===== config.mk =====
export PLATFORM = sky130hd
export DESIGN_NAME = matrix_operand_packer
export DESIGN_NICKNAME = d
export VERILOG_FILES = /design/src/rtl/matrix_pkg.sv /design/src/rtl/matrix_flat_writer.sv /design/src/rtl/matrix_operand_packer.sv
export SDC_FILE = /design/constraint.sdc
export NUM_CORES = 1
export LEC_CHECK = 0
export CELL_PAD_IN_SITES_DETAIL_PLACEMENT = 1
export CELL_PAD_IN_SITES_GLOBAL_PLACEMENT = 2
export CORE_MARGIN = 2
export CORE_UTILIZATION = 37
export DETAILED_ROUTE_END_ITERATION = 6
export DONT_BUFFER_PORTS = 1
export PLACE_DENSITY = 0.73
export SLEW_MARGIN = 20
export SYNTH_ARGS = -nofsm -noshare
export SYNTH_HDL_FRONTEND = slang
export SYNTH_HIERARCHICAL = 1
export SYNTH_SLANG_ARGS = --single-unit
export TNS_END_PERCENT = 10

===== constraint.sdc =====
create_clock -name clock -period 3.76 [get_ports clock]
set_clock_uncertainty 0.1 [all_clocks]
set_input_delay 0.376 -clock clock [delete_from_list [all_inputs] [get_ports clock]]
set_output_delay 0.376 -clock clock [all_outputs]
set_load 0.005 [all_outputs]

===== src/rtl/matrix_pkg.sv =====
// Shared types, widths and helpers for the determinant ALU operand packer.
// Element counts and size checks live here so the FSM and bench agree.
package matrix_pkg;

  localparam int ELEM_W = 8;
  localparam int MAX_N  = 5;
  localparam int FLAT_W = ELEM_W * MAX_N * MAX_N;
  localparam int IDX_W  = 5;

  localparam logic [2:0] ST_IDLE   = 3'd0;
  localparam logic [2:0] ST_LOAD   = 3'd1;
  localparam logic [2:0] ST_START  = 3'd2;
  localparam logic [2:0] ST_WAIT   = 3'd3;
  localparam logic [2:0] ST_RESULT = 3'd4;

  typedef enum logic [2:0] {
    S_IDLE   = ST_IDLE,
    S_LOAD   = ST_LOAD,
    S_START  = ST_START,
    S_WAIT   = ST_WAIT,
    S_RESULT = ST_RESULT
  } state_e;

  function automatic logic [IDX_W-1:0] elem_count(input logic [2:0] n);
    logic [IDX_W-1:0] w;
    w = {2'b00, n};
    return w * w;
  endfunction

  function automatic logic size_legal(input logic [2:0] n);
    return (n >= 3'd2) && (32'(n) <= MAX_N);
  endfunction

endpackage


===== src/rtl/matrix_flat_writer.sv =====
// A_flat operand register: synchronous clear plus one indexed byte write.
// Clear and write in the same cycle leave only the written byte set.
module matrix_flat_writer
  import matrix_pkg::*;
#(
  parameter int FW = FLAT_W
) (
  input  logic             clock,
  input  logic             reset_n,
  input  logic             clr,
  input  logic             we,
  input  logic [IDX_W-1:0] idx,
  input  logic [7:0]       data,
  output logic [FW-1:0]    flat
);

  logic [FW-1:0] flat_q;
  logic [FW-1:0] flat_d;

  always_comb begin
    flat_d = flat_q;
    if (clr) flat_d = '0;
    if (we && (int'(idx) < FW / ELEM_W))
      flat_d[int'(idx)*ELEM_W +: ELEM_W] = data;
  end

  always_ff @(posedge clock or negedge reset_n) begin
    if (!reset_n) flat_q <= '0;
    else          flat_q <= flat_d;
  end

  assign flat = flat_q;

endmodule


===== src/rtl/matrix_operand_packer.sv =====
// Streams signed bytes into A_flat, runs the determinant ALU once,
// and hands the captured result downstream over valid/ready.
module matrix_operand_packer
  import matrix_pkg::*;
#(
  parameter int MAX_N          = 5,
  parameter int TIMEOUT_CYCLES = 64
) (
  input  logic                        clock,
  input  logic                        reset_n,
  input  logic [2:0]                  matrix_size,
  input  logic                        in_valid,
  input  logic [7:0]                  in_data,
  output logic                        in_ready,
  output logic [8*MAX_N*MAX_N-1:0]    A_flat,
  output logic [2:0]                  size_out,
  output logic                        alu_start,
  input  logic                        alu_done,
  input  logic [7:0]                  alu_number,
  input  logic                        alu_overflow,
  output logic                        res_valid,
  input  logic                        res_ready,
  output logic [7:0]                  res_number,
  output logic                        res_overflow,
  output logic                        err_size,
  output logic                        err_timeout,
  output logic                        busy
);

  localparam int FW = 8 * MAX_N * MAX_N;
  localparam int CW = $clog2(TIMEOUT_CYCLES + 1);
  localparam logic [CW-1:0] CNT_LAST = CW'(TIMEOUT_CYCLES - 1);

  state_e           state_q, state_d;
  logic [IDX_W-1:0] idx_q, idx_d;
  logic [2:0]       size_q, size_d;
  logic [CW-1:0]    cnt_q, cnt_d;
  logic [7:0]       resn_q, resn_d;
  logic             reso_q, reso_d;
  logic             esz_q, esz_d;
  logic             etm_q, etm_d;
  logic             rdy_q, rdy_d;

  logic             accept;
  logic             wr_clr;
  logic             wr_en;
  logic [IDX_W-1:0] wr_idx;

  assign accept = in_valid & rdy_q;

  always_comb begin
    state_d = state_q;
    idx_d   = idx_q;
    size_d  = size_q;
    cnt_d   = cnt_q;
    resn_d  = resn_q;
    reso_d  = reso_q;
    esz_d   = 1'b0;
    etm_d   = 1'b0;
    wr_clr  = 1'b0;
    wr_en   = 1'b0;
    wr_idx  = idx_q;
    unique case (state_q)
      S_IDLE: begin
        wr_idx = '0;
        if (accept) begin
          if (size_legal(matrix_size)) begin
            size_d  = matrix_size;
            wr_clr  = 1'b1;
            wr_en   = 1'b1;
            idx_d   = IDX_W'(1);
            state_d = S_LOAD;
          end else begin
            esz_d = 1'b1;
          end
        end
      end
      S_LOAD: begin
        if (accept) begin
          wr_en = 1'b1;
          idx_d = idx_q + IDX_W'(1);
          if (idx_q == elem_count(size_q) - IDX_W'(1))
            state_d = S_START;
        end
      end
      S_START: begin
        cnt_d   = '0;
        state_d = S_WAIT;
      end
      S_WAIT: begin
        if (alu_done) begin
          resn_d  = alu_number;
          reso_d  = alu_overflow;
          state_d = S_RESULT;
        end else if (cnt_q == CNT_LAST) begin
          resn_d  = 8'd0;
          reso_d  = 1'b1;
          etm_d   = 1'b1;
          state_d = S_RESULT;
        end else begin
          cnt_d = cnt_q + CW'(1);
        end
      end
      S_RESULT: begin
        if (res_ready) state_d = S_IDLE;
      end
      default: state_d = S_IDLE;
    endcase
    // ready is registered so it reads 0 while reset is held
    rdy_d = (state_d == S_IDLE) || (state_d == S_LOAD);
  end

  always_ff @(posedge clock or negedge reset_n) begin
    if (!reset_n) begin
      state_q <= S_IDLE;
      idx_q   <= '0;
      size_q  <= '0;
      cnt_q   <= '0;
      resn_q  <= '0;
      reso_q  <= 1'b0;
      esz_q   <= 1'b0;
      etm_q   <= 1'b0;
      rdy_q   <= 1'b0;
    end else begin
      state_q <= state_d;
      idx_q   <= idx_d;
      size_q  <= size_d;
      cnt_q   <= cnt_d;
      resn_q  <= resn_d;
      reso_q  <= reso_d;
      esz_q   <= esz_d;
      etm_q   <= etm_d;
      rdy_q   <= rdy_d;
    end
  end

  matrix_flat_writer #(.FW(FW)) u_writer (
    .clock   (clock),
    .reset_n (reset_n),
    .clr     (wr_clr),
    .we      (wr_en),
    .idx     (wr_idx),
    .data    (in_data),
    .flat    (A_flat)
  );

  assign in_ready     = rdy_q;
  assign size_out     = size_q;
  assign alu_start    = (state_q == S_START);
  assign res_valid    = (state_q == S_RESULT);
  assign res_number   = resn_q;
  assign res_overflow = reso_q;
  assign err_size     = esz_q;
  assign err_timeout  = etm_q;
  assign busy         = (state_q != S_IDLE);

endmodule


## Yosys cells after proc, flatten, opt, wreduce, memory -nomap -nowiden

Cells that the tools add are included.

- Register bits after elaboration: 230
- Input port bits: 25
- Output and inout bits: 218

- $add $sub $neg: 4
- Multiply operators: 1
- Magnitude comparators: 3
- Equal/unequal tests: 12
- Shift operators: 2
- Muxes and demuxes: 34
- Bitwise logic cells: 1
- Reductions and logical operators: 13

Operator list:

| kind | count |
|---|---|
| 200-bit 2-to-1 mux | 2 |
| 200-bit bitwise mux | 1 |
| 8-bit by 33-bit variable shift with 200-bit output (first input constant) | 1 |
| 8-bit by 33-bit indexed part select with 200-bit output | 1 |
| 8-bit negator with 33-bit output | 1 |
| 3-bit 2-to-1 mux | 7 |
| 5-bit 2-to-1 mux | 4 |
| 8-bit 2-to-1 mux | 2 |
| 3-bit case mux with 5 select lines | 1 |
| 7-bit 2-to-1 mux | 2 |
| 7-bit case mux with 2 select lines | 1 |
| 1-bit 2-to-1 mux | 12 |
| 2-bit != test (second input constant) | 5 |
| 5-bit case mux with 2 select lines | 1 |
| 7-bit by 1-bit adder with 7-bit output (second input constant) | 1 |
| 7-bit by 6-bit == test with 1-bit output (second input constant) | 1 |
| 3-bit by 1-bit == test with 1-bit output (second input constant) | 2 |
| 3-bit by 2-bit == test with 1-bit output (second input constant) | 2 |
| 3-bit logical NOT | 2 |
| 3-bit AND reduction | 2 |
| 2-bit nonzero test | 3 |
| 5-bit by 1-bit adder with 5-bit output (second input constant) | 1 |
| 5-bit == test | 1 |
| 5-bit < comparator (second input constant) | 1 |
| other kinds (12) | 13 |

## Logic depth before layout (Yosys ltp)

Gate-level depths: netlist of run 1.

- Depth in word-level cells: 8
- Mapped depth: 14

## Hierarchy

The synthesis of run 1 kept the hierarchy.

By module, submodules not included:

| module | times used | cells each | area each (um2) | sequential area each (um2) |
|---|---|---|---|---|
| matrix_flat_writer | 1 | 762 | 9361.5 | 5004.8 |
| matrix_operand_packer | 1 | 163 | 1567.8 | 750.7 |

## Worst setup path after synthesis of run 1

OpenSTA, ideal clock, no wires.

- Path kind: reg-to-reg
- From: register state_q[0]
- To: register u_writer.flat_q[170] (netlist: u_writer/flat[170])
- Library setup time: 80 ps
- Arrival time: 3573 ps
- Path slack: 7 ps
- Cell stages (with the launch flop): 14
- Path buffers: 3
- Period minus slack after synthesis: 3753 ps
- Path through: dfrtp_1 > nor3_2 > nor2b_1 > buf_2 > inv_1 > ha_1 > buf_2 > nor2b_1 > nor2b_1 > ha_1 > or3b_1 > buf_6 > nor4_4 > mux2i_1

- Word-level cells in the longest chain between the ends: 6
- Elaborated cells between the ends (all ways): 13
- Classes of those cells: add/sub (1); order compare (1); eq/ne (1); shift (2); mux (6); reduce/logical (2)

Ends and longest elaborated chain:

| element | RTL line | source |
|---|---|---|
| from (decl) | matrix_operand_packer.sv:34 | `state_e state_q, state_d;` |
| from (signal assigned) | matrix_operand_packer.sv:125 | `state_q <= state_d;` |
| 3-bit logical NOT * | matrix_operand_packer.sv:63 | `unique case (state_q)` |
| 5-bit 2-to-1 mux * | matrix_operand_packer.sv:63 |  |
| named net wr_idx[0] | matrix_operand_packer.sv:47 | `logic [IDX_W-1:0] wr_idx;` |
| 8-bit negator with 33-bit output | matrix_flat_writer.sv:24 | `flat_d[int'(idx)*ELEM_W +: ELEM_W] = data;` |
| 8-bit by 33-bit indexed part select with 200-bit output or 8-bit by 33-bit variable shift with 200-bit output (tied branches) | matrix_flat_writer.sv:24 |  |
| 200-bit bitwise mux | matrix_flat_writer.sv:24 |  |
| 200-bit 2-to-1 mux * | matrix_flat_writer.sv:23 | `if (we && (int'(idx) < FW / ELEM_W))` |
| named net u_writer.flat_d[170] | matrix_flat_writer.sv:18 | `logic [FW-1:0] flat_d;` |
| to (signal assigned) | matrix_flat_writer.sv:29 | `else flat_q <= flat_d;` |
| to (decl) | matrix_flat_writer.sv:17 | `logic [FW-1:0] flat_q;` |

The timed path passes the listed nets; every way through them passes the cells marked *.
A chain may end at the register's enable or synchronous reset.

## Worst setup path after layout of run 1

- From: register state_q[2]
- To: register u_writer.flat_q[0] (netlist: u_writer/flat[0])

The elaborated chain is that of the path after synthesis.

==> impl_metrics.tcl, run 1 <==
set metrics [dict create \
    grt.total_usage 0.204 \
    portBuffers 0 \
    synth_top_area_share 0.527 \
    power.total_mw 9.96 \
    hold_viol 230 \
    synth.cell_area_um2 10900 \
    fin_setup_tns_ps 0 \
    synth_seq_area_share 0.527 \
    required_ps 4050 \
    viasPerCell 5.20 \
    dieArea_um2 30900 \
    drt_wl_total_um 31600 \
    slew_viol_final 0 \
    fin_util 0.435 \
    ys_top_cells_by_count "dfrtp_1, nand2b_1, mux2i_1, nand2_1, clkbuf_1" \
    worstPathArrival_ps 3630 \
    slowest_stage "nand3_1" \
    drv_cap 0 \
    grt_pass1_vias 7593 \
    cpMostUsedCell "nor2b_1" \
    antenna_found_initial 1 \
    endpoint_kind "flip-flop" \
    synth_area_leaders "dfrtp_1, mux2i_1, nand2b_1" \
    grt_max_degree 231 \
    cp-start-kind "flip-flop" \
    cts.sinks 230 \
    slowest_delay_ps 550 \
    hold_class "in2async" \
    hpwl_um 20300 \
    root_buffer "clkbuf_16" \
    dr.first_iter.drc_count 363 \
    grt_overflow 0 \
    cp_max_fo 16 \
    internal-power_mw 6.08 \
    syn_to_final_growth_pct 15.0 \
    p_per_area_nw_per_um2 792 \
    synthDominantAreaCellType "dfrtp_1" \
    p_switching_mw 3.88 \
    antenna_cells 0 \
    p_seq_frac 0.388 \
    cts.reportedPaths.clkPinSlew_ps 60 \
    p_leak_nw 5.85 \
    antenna_left 0 \
    worst_slew_pin_slew_ps 750 \
    placed_cells 1281 \
    synthDistinctLibCells 61 \
    h-tree-depth 1 \
    min_period_ps 3340 \
    numCtsBuffers 27 \
    ios 243 \
    switching_share 0.390 \
    syn_inst 925 \
    synthesis.nets 955 \
    grt_pass1_wl_um 48900 \
    status "complete, but fails checks" \
    finalSetupViolCount 0 \
    fin_nets 981 \
    fin_crit_sh 0.889 \
    die_y_um 176 \
    worst-setup-path-type "reg2reg" \
    dr.pass1.iters 6 \
    ctsLongestPathBuffers 3 \
    synthArstFlopShare 1.00 \
    power_frac_comb 0.340 \
    p_clk_frac 0.272 \
    ctsHoldBuffers 23 \
    synth.most_common_cell "dfrtp_1" \
    irDropWorstVdd_v 0.000348 \
    core.rowCount 62 \
    rsz0062_at_grt "false" \
    finalWeightedCongestion 0.809 \
    ys.flop_type "dfrtp_1" \
    clock_latency_ps 530 \
    slew_headroom 0.499 \
    synth-warning-count 6 \
    violations "negative hold slack" \
    drive_above_1_share 0.109 \
    drc_errors 0 \
    path_cells "nor3_4 > nor2b_1 > inv_1 > ha_1 > nor2b_1 > nor2b_1 > ha_1 > nor4bb_1 > nand3_1 > nand3b_1 > o21ai_0" \
    avgSynthCellArea_um2 11.8 \
    synth_edf_count 0 \
    vias 7044 \
    start_util 0.379 \
    routedWlPerCell_um 23.3 \
    final_cells 1354 \
    ys_seq_elements 230 \
    die_x_um 176 \
    tritoncts "built" \
    hold_slack_ps -561 \
    fmax_mhz 299 \
    core_area_um2 28900 \
]
state kept, by name, summed over array words and instances (netlist names):
signal	flops
err_size	1
cnt_q	7
idx_q	5
size_out	3
res_number	8
state_q	3
u_writer/flat	200
err_timeout	1
in_ready	1
res_overflow	1
logic make-up after synthesis:
| group | share of synthesized area |
|---|---|
| simple gates | 0.213 |
| flops | 0.527 |
| mux | 0.178 |
| buf+inv | 0.0305 |
| compound gates | 0.0337 |
| xor+xnor | 0.0128 |
| fa+ha+maj | 0.00572 |
repair_timing:
item,CTS,global route
endpoints found under the hold margin,318,230
resized for setup,1,3
pin swaps,0,4
setup buffers,0,2
setup endpoints to repair,5,79
worst max-delay path: cells and delay by family, from the launching register on:
kind            cells  cell delay, ps
buf+inv             1             120
compound gates      1             110
flops               1             430
simple gates        7            1960
fa+ha+maj           2             470
worst paths after layout:
check | to | start | depth (start not counted) | slack (ps)
setup / recovery | u_writer/flat[0] | state_q[2] | 11 | 420
hold / removal | cnt_q[4] | reset_n | 0 | -560
setup reg to reg | u_writer/flat[0] | state_q[2] | 11 | 420
hold reg to reg | res_number[5] | res_number[5] | 1 | 440
max in group asynchronous | u_writer/flat[197] | reset_n | 0 | 3630
min in group clock | size_out[1] | in_valid | 2 | 20
layout by cell type (no fill, tap or decap), types with 11 or more instances in the layout:
master / synthesis / routed
inv_1: 19 / 19
dlygate4sd3_1: 0 / 23
buf_4: 5 / 23
dfrtp_1: 230 / 230
nand2_1: 42 / 42
nand3b_1: 11 / 11
nor2_1: 21 / 20
nand2b_1: 198 / 198
nand3_1: 15 / 15
mux2i_1: 194 / 194
clkbuf_16: 0 / 27
o21ai_0: 17 / 17
metal layers:
metal,vias up,share of wire,track usage
li1,3204,-,-
met1,3626,0.43,0.275
met2,182,0.45,0.315
met3,32,0.10,0.0777
met4,0,0.014,0.0410
met5,-,0,0
per-stage QoR:
| stage | setup WS, ps | cell area [um^2] |
|---|---|---|
| after floorplan | 7.43 | 10900 |
| after global placement | 92.6 | 11400 |
| after detailed placement | -0.786 | 11400 |
| after CTS | 6.48 | 12500 |
| after global routing | 22.1 | 12600 |
| final | 419 | 12600 |
area by class of cell:
cell class | instances | area [um^2]
multi-input combinational | 624 | 4870
clock buffer | 40 | 805
inverter | 19 | 71.3
clock inverter | 8 | 121
sequential | 230 | 5760
timing repair buffer | 49 | 463
tap | 384 | 480
fill | 3098 | 16300
power groups by stage:
stage	registers (mW)	logic (mW)	clock network (mW)
CTS	3.89	3.39	2.79
detailed placement	3.92	3.34	0
floorplan	3.62	2.55	0
global route	3.97	3.73	2.88
global placement	3.91	3.27	0
finish	3.86	3.38	2.71
(Power assumes the default switching activity.)
==> inputs of run 2 (changes only) <==
--- a/config.mk
+++ b/config.mk
@@ -5,13 +5,14 @@
 export SDC_FILE = /design/constraint.sdc
 export NUM_CORES = 1
 export LEC_CHECK = 0
+export ABC_AREA = 1
 export CELL_PAD_IN_SITES_DETAIL_PLACEMENT = 1
 export CELL_PAD_IN_SITES_GLOBAL_PLACEMENT = 2
 export CORE_MARGIN = 2
-export CORE_UTILIZATION = 37
+export CORE_UTILIZATION = 32
 export DETAILED_ROUTE_END_ITERATION = 6
 export DONT_BUFFER_PORTS = 1
-export PLACE_DENSITY = 0.73
+export PLACE_DENSITY = 0.74
 export SLEW_MARGIN = 20
 export SYNTH_ARGS = -nofsm -noshare
 export SYNTH_HDL_FRONTEND = slang
==> impl_metrics.tcl, run 2 <==
set metrics [dict create \
    worstPathArrival_ps 3750 \
    synth_seq_area_share 0.481 \
    irDropWorstVdd_v 0.000398 \
    required_ps 4160 \
    dr.pass1.iters 5 \
    h-tree-depth 1 \
    ys_top_cells_by_count "nand2_1, nor2_1, inv_1, dfrtp_1, nand3_1" \
    die_y_um 197 \
    hpwl_um 30000 \
    drt_wl_total_um 42900 \
    grt_max_degree 231 \
    ctsLongestPathBuffers 3 \
    ys.flop_type "dfrtp_1" \
    grt_pass1_wl_um 66100 \
    ys_seq_elements 230 \
    slew_viol_final 0 \
    path_buf_inv 3 \
    cts.reportedPaths.clkPinSlew_ps 60 \
    synth_edf_count 0 \
    reg2reg_depth 14 \
    synthesis.nets 1713 \
    synth.most_common_cell "nand2_1" \
    antenna_found_initial 1 \
    p_leak_nw 7.31 \
    portBuffers 0 \
    vias 10600 \
    mostFrequentLayoutCells "nand2_1, nor2_1, inv_1" \
    critical_path.top_delay_family "simple AND/OR/NAND/NOR gates" \
    power.total_mw 9.86 \
    rrSetupSlack_ps 410 \
    synth_top_area_share 0.481 \
    cp_max_fo 17 \
    fin_nets 1724 \
    fill_cells 4565 \
    grt_overflow 0 \
    finalWeightedCongestion 0.824 \
    fin_setup_tns_ps 0 \
    avgSynthCellArea_um2 7.11 \
    cpMostUsedCell "nand2_1" \
    largest_reg_flops 200 \
    root_buffer "clkbuf_16" \
    slowest_stage "dfrtp_1" \
    violations "negative hold slack" \
    cts_resized 0 \
    p_per_area_nw_per_um2 717 \
    core_area_um2 36700 \
    cp_num_cells 14 \
    layout_commonest_cell "nand2_1" \
    fin_ws_ps 409 \
    status "complete, but fails checks" \
    grt.total_usage 0.221 \
    fin_util 0.375 \
    start_util 0.326 \
    r2r_end "u_writer/flat[192]" \
    ios 243 \
    numCtsBuffers 29 \
    min_period_ps 3350 \
    antenna_left 0 \
    die_x_um 197 \
    synthDominantAreaCellType "dfrtp_1" \
    synth.cell_area_um2 12000 \
    slowest_delay_ps 490 \
    fmax_mhz 298 \
    slew_headroom 0.306 \
    syn_inst 1683 \
    synthDistinctLibCells 32 \
    hold_slack_ps -584 \
    cp-start-kind "flip-flop" \
    worst_slew_pin_slew_ps 1040 \
    rsz0062_at_grt "false" \
    hold_class "in2async" \
    drv_cap 0 \
    synth_area_leaders "dfrtp_1, nand2_1, nor2_1" \
    endpoint_kind "flip-flop" \
    worst-setup-path-type "reg2reg" \
    path_cells "nor3_4 > nor2_1 > inv_2 > ha_1 > nand2_1 > nor2_1 > ha_1 > inv_1 > nand3_1 > nor2_2 > nand2_1 > inv_2 > nand3_1 > nand2_1" \
    regToRegStartpoint "state_q[0]" \
    core.rowCount 70 \
    place_ws_ps 410 \
    viasPerCell 4.84 \
    fin_crit_sh 0.891 \
    syn_to_final_growth_pct 14.9 \
    finalSetupViolCount 0 \
    drive_above_1_share 0.0711 \
    ctsHoldBuffers 22 \
    synthArstFlopShare 1.00 \
    clock_latency_ps 560 \
    cp-startpoint "state_q[0]" \
    synth-warning-count 6 \
    cts.sinks 230 \
    dr.first_iter.drc_count 544 \
    dieArea_um2 39000 \
    hold_viol 230 \
    grt_pass1_vias 10800 \
    routedWlPerCell_um 19.6 \
    tritoncts "built" \
    drc_errors 0 \
]
## run 2: cell families after synthesis
family / after synthesis / synth area share
flip-flops: 230 / 0.481
adder cells (fa/ha/maj): 5 / 0.00523
buffers and inverters: 322 / 0.105
AO/OA/AOI/OAI: 47 / 0.0220
AND/OR/NAND/NOR: 1079 / 0.387
## run 2: how the worst max path moves through the flow
stage	endpoint	slack, ps
2_1_floorplan	u_writer/flat[192]	660
3_3_place_gp	u_writer/flat[192]	500
3_5_place_dp	u_writer/flat[198]	410
4_1_cts	u_writer/flat[80]	400
5_1_grt	u_writer/flat[152]	100
6_report	u_writer/flat[192]	410
## run 2: routing by layer
| metal | share of wire | GRT usage |
|---|---|---|
| met4 | 0.022 | 0.0515 |
| met5 | 0 | 0 |
| met2 | 0.45 | 0.348 |
| met3 | 0.082 | 0.0707 |
| met1 | 0.45 | 0.295 |
## run 2: where the power goes
group	switching [mW]	total (mW)	internal (mW)
logic	2.77	3.60	0.826
registers	0.395	3.25	2.85
clock network	1.13	3.02	1.89
## run 2: per-stage QoR
stage          cell area [um^2]  instances  hold slack (ps)
6_report                  13700       2185             -584
5_1_grt                   13700       2184             -616
4_1_cts                   13700       2183             -612
3_5_place_dp              12500       2109            -11.5
3_3_place_gp              12500       2109            -13.6
2_1_floorplan             12000       1683            -19.6
## run 2: worst register-to-register path, delay by kind of cell (launching register included)
family | cells | cell delay (ps)
fa+ha+maj | 2 | 520
buf+inv | 3 | 690
flops | 1 | 490
simple gates | 9 | 1510
## run 2: layout make-up
type | count | area, um^2 | area share
Clock inverter | 8 | 143 | 0.0104
Timing Repair Buffer | 43 | 428 | 0.0311
Tap cell | 468 | 586 | 0.0426
Clock buffer | 44 | 892 | 0.0649
Sequential cell | 230 | 5760 | 0.419
Inverter | 259 | 972 | 0.0707
Multi-Input combinational cell | 1131 | 4960 | 0.361
Antenna cell | 2 | 5.00 | 0.000364
## run 2: timing repair
action                                  in CTS  in global routing
setup buffers                                0                  0
endpoints found under the hold margin      263                230
endpoints found under the setup margin       0                  0
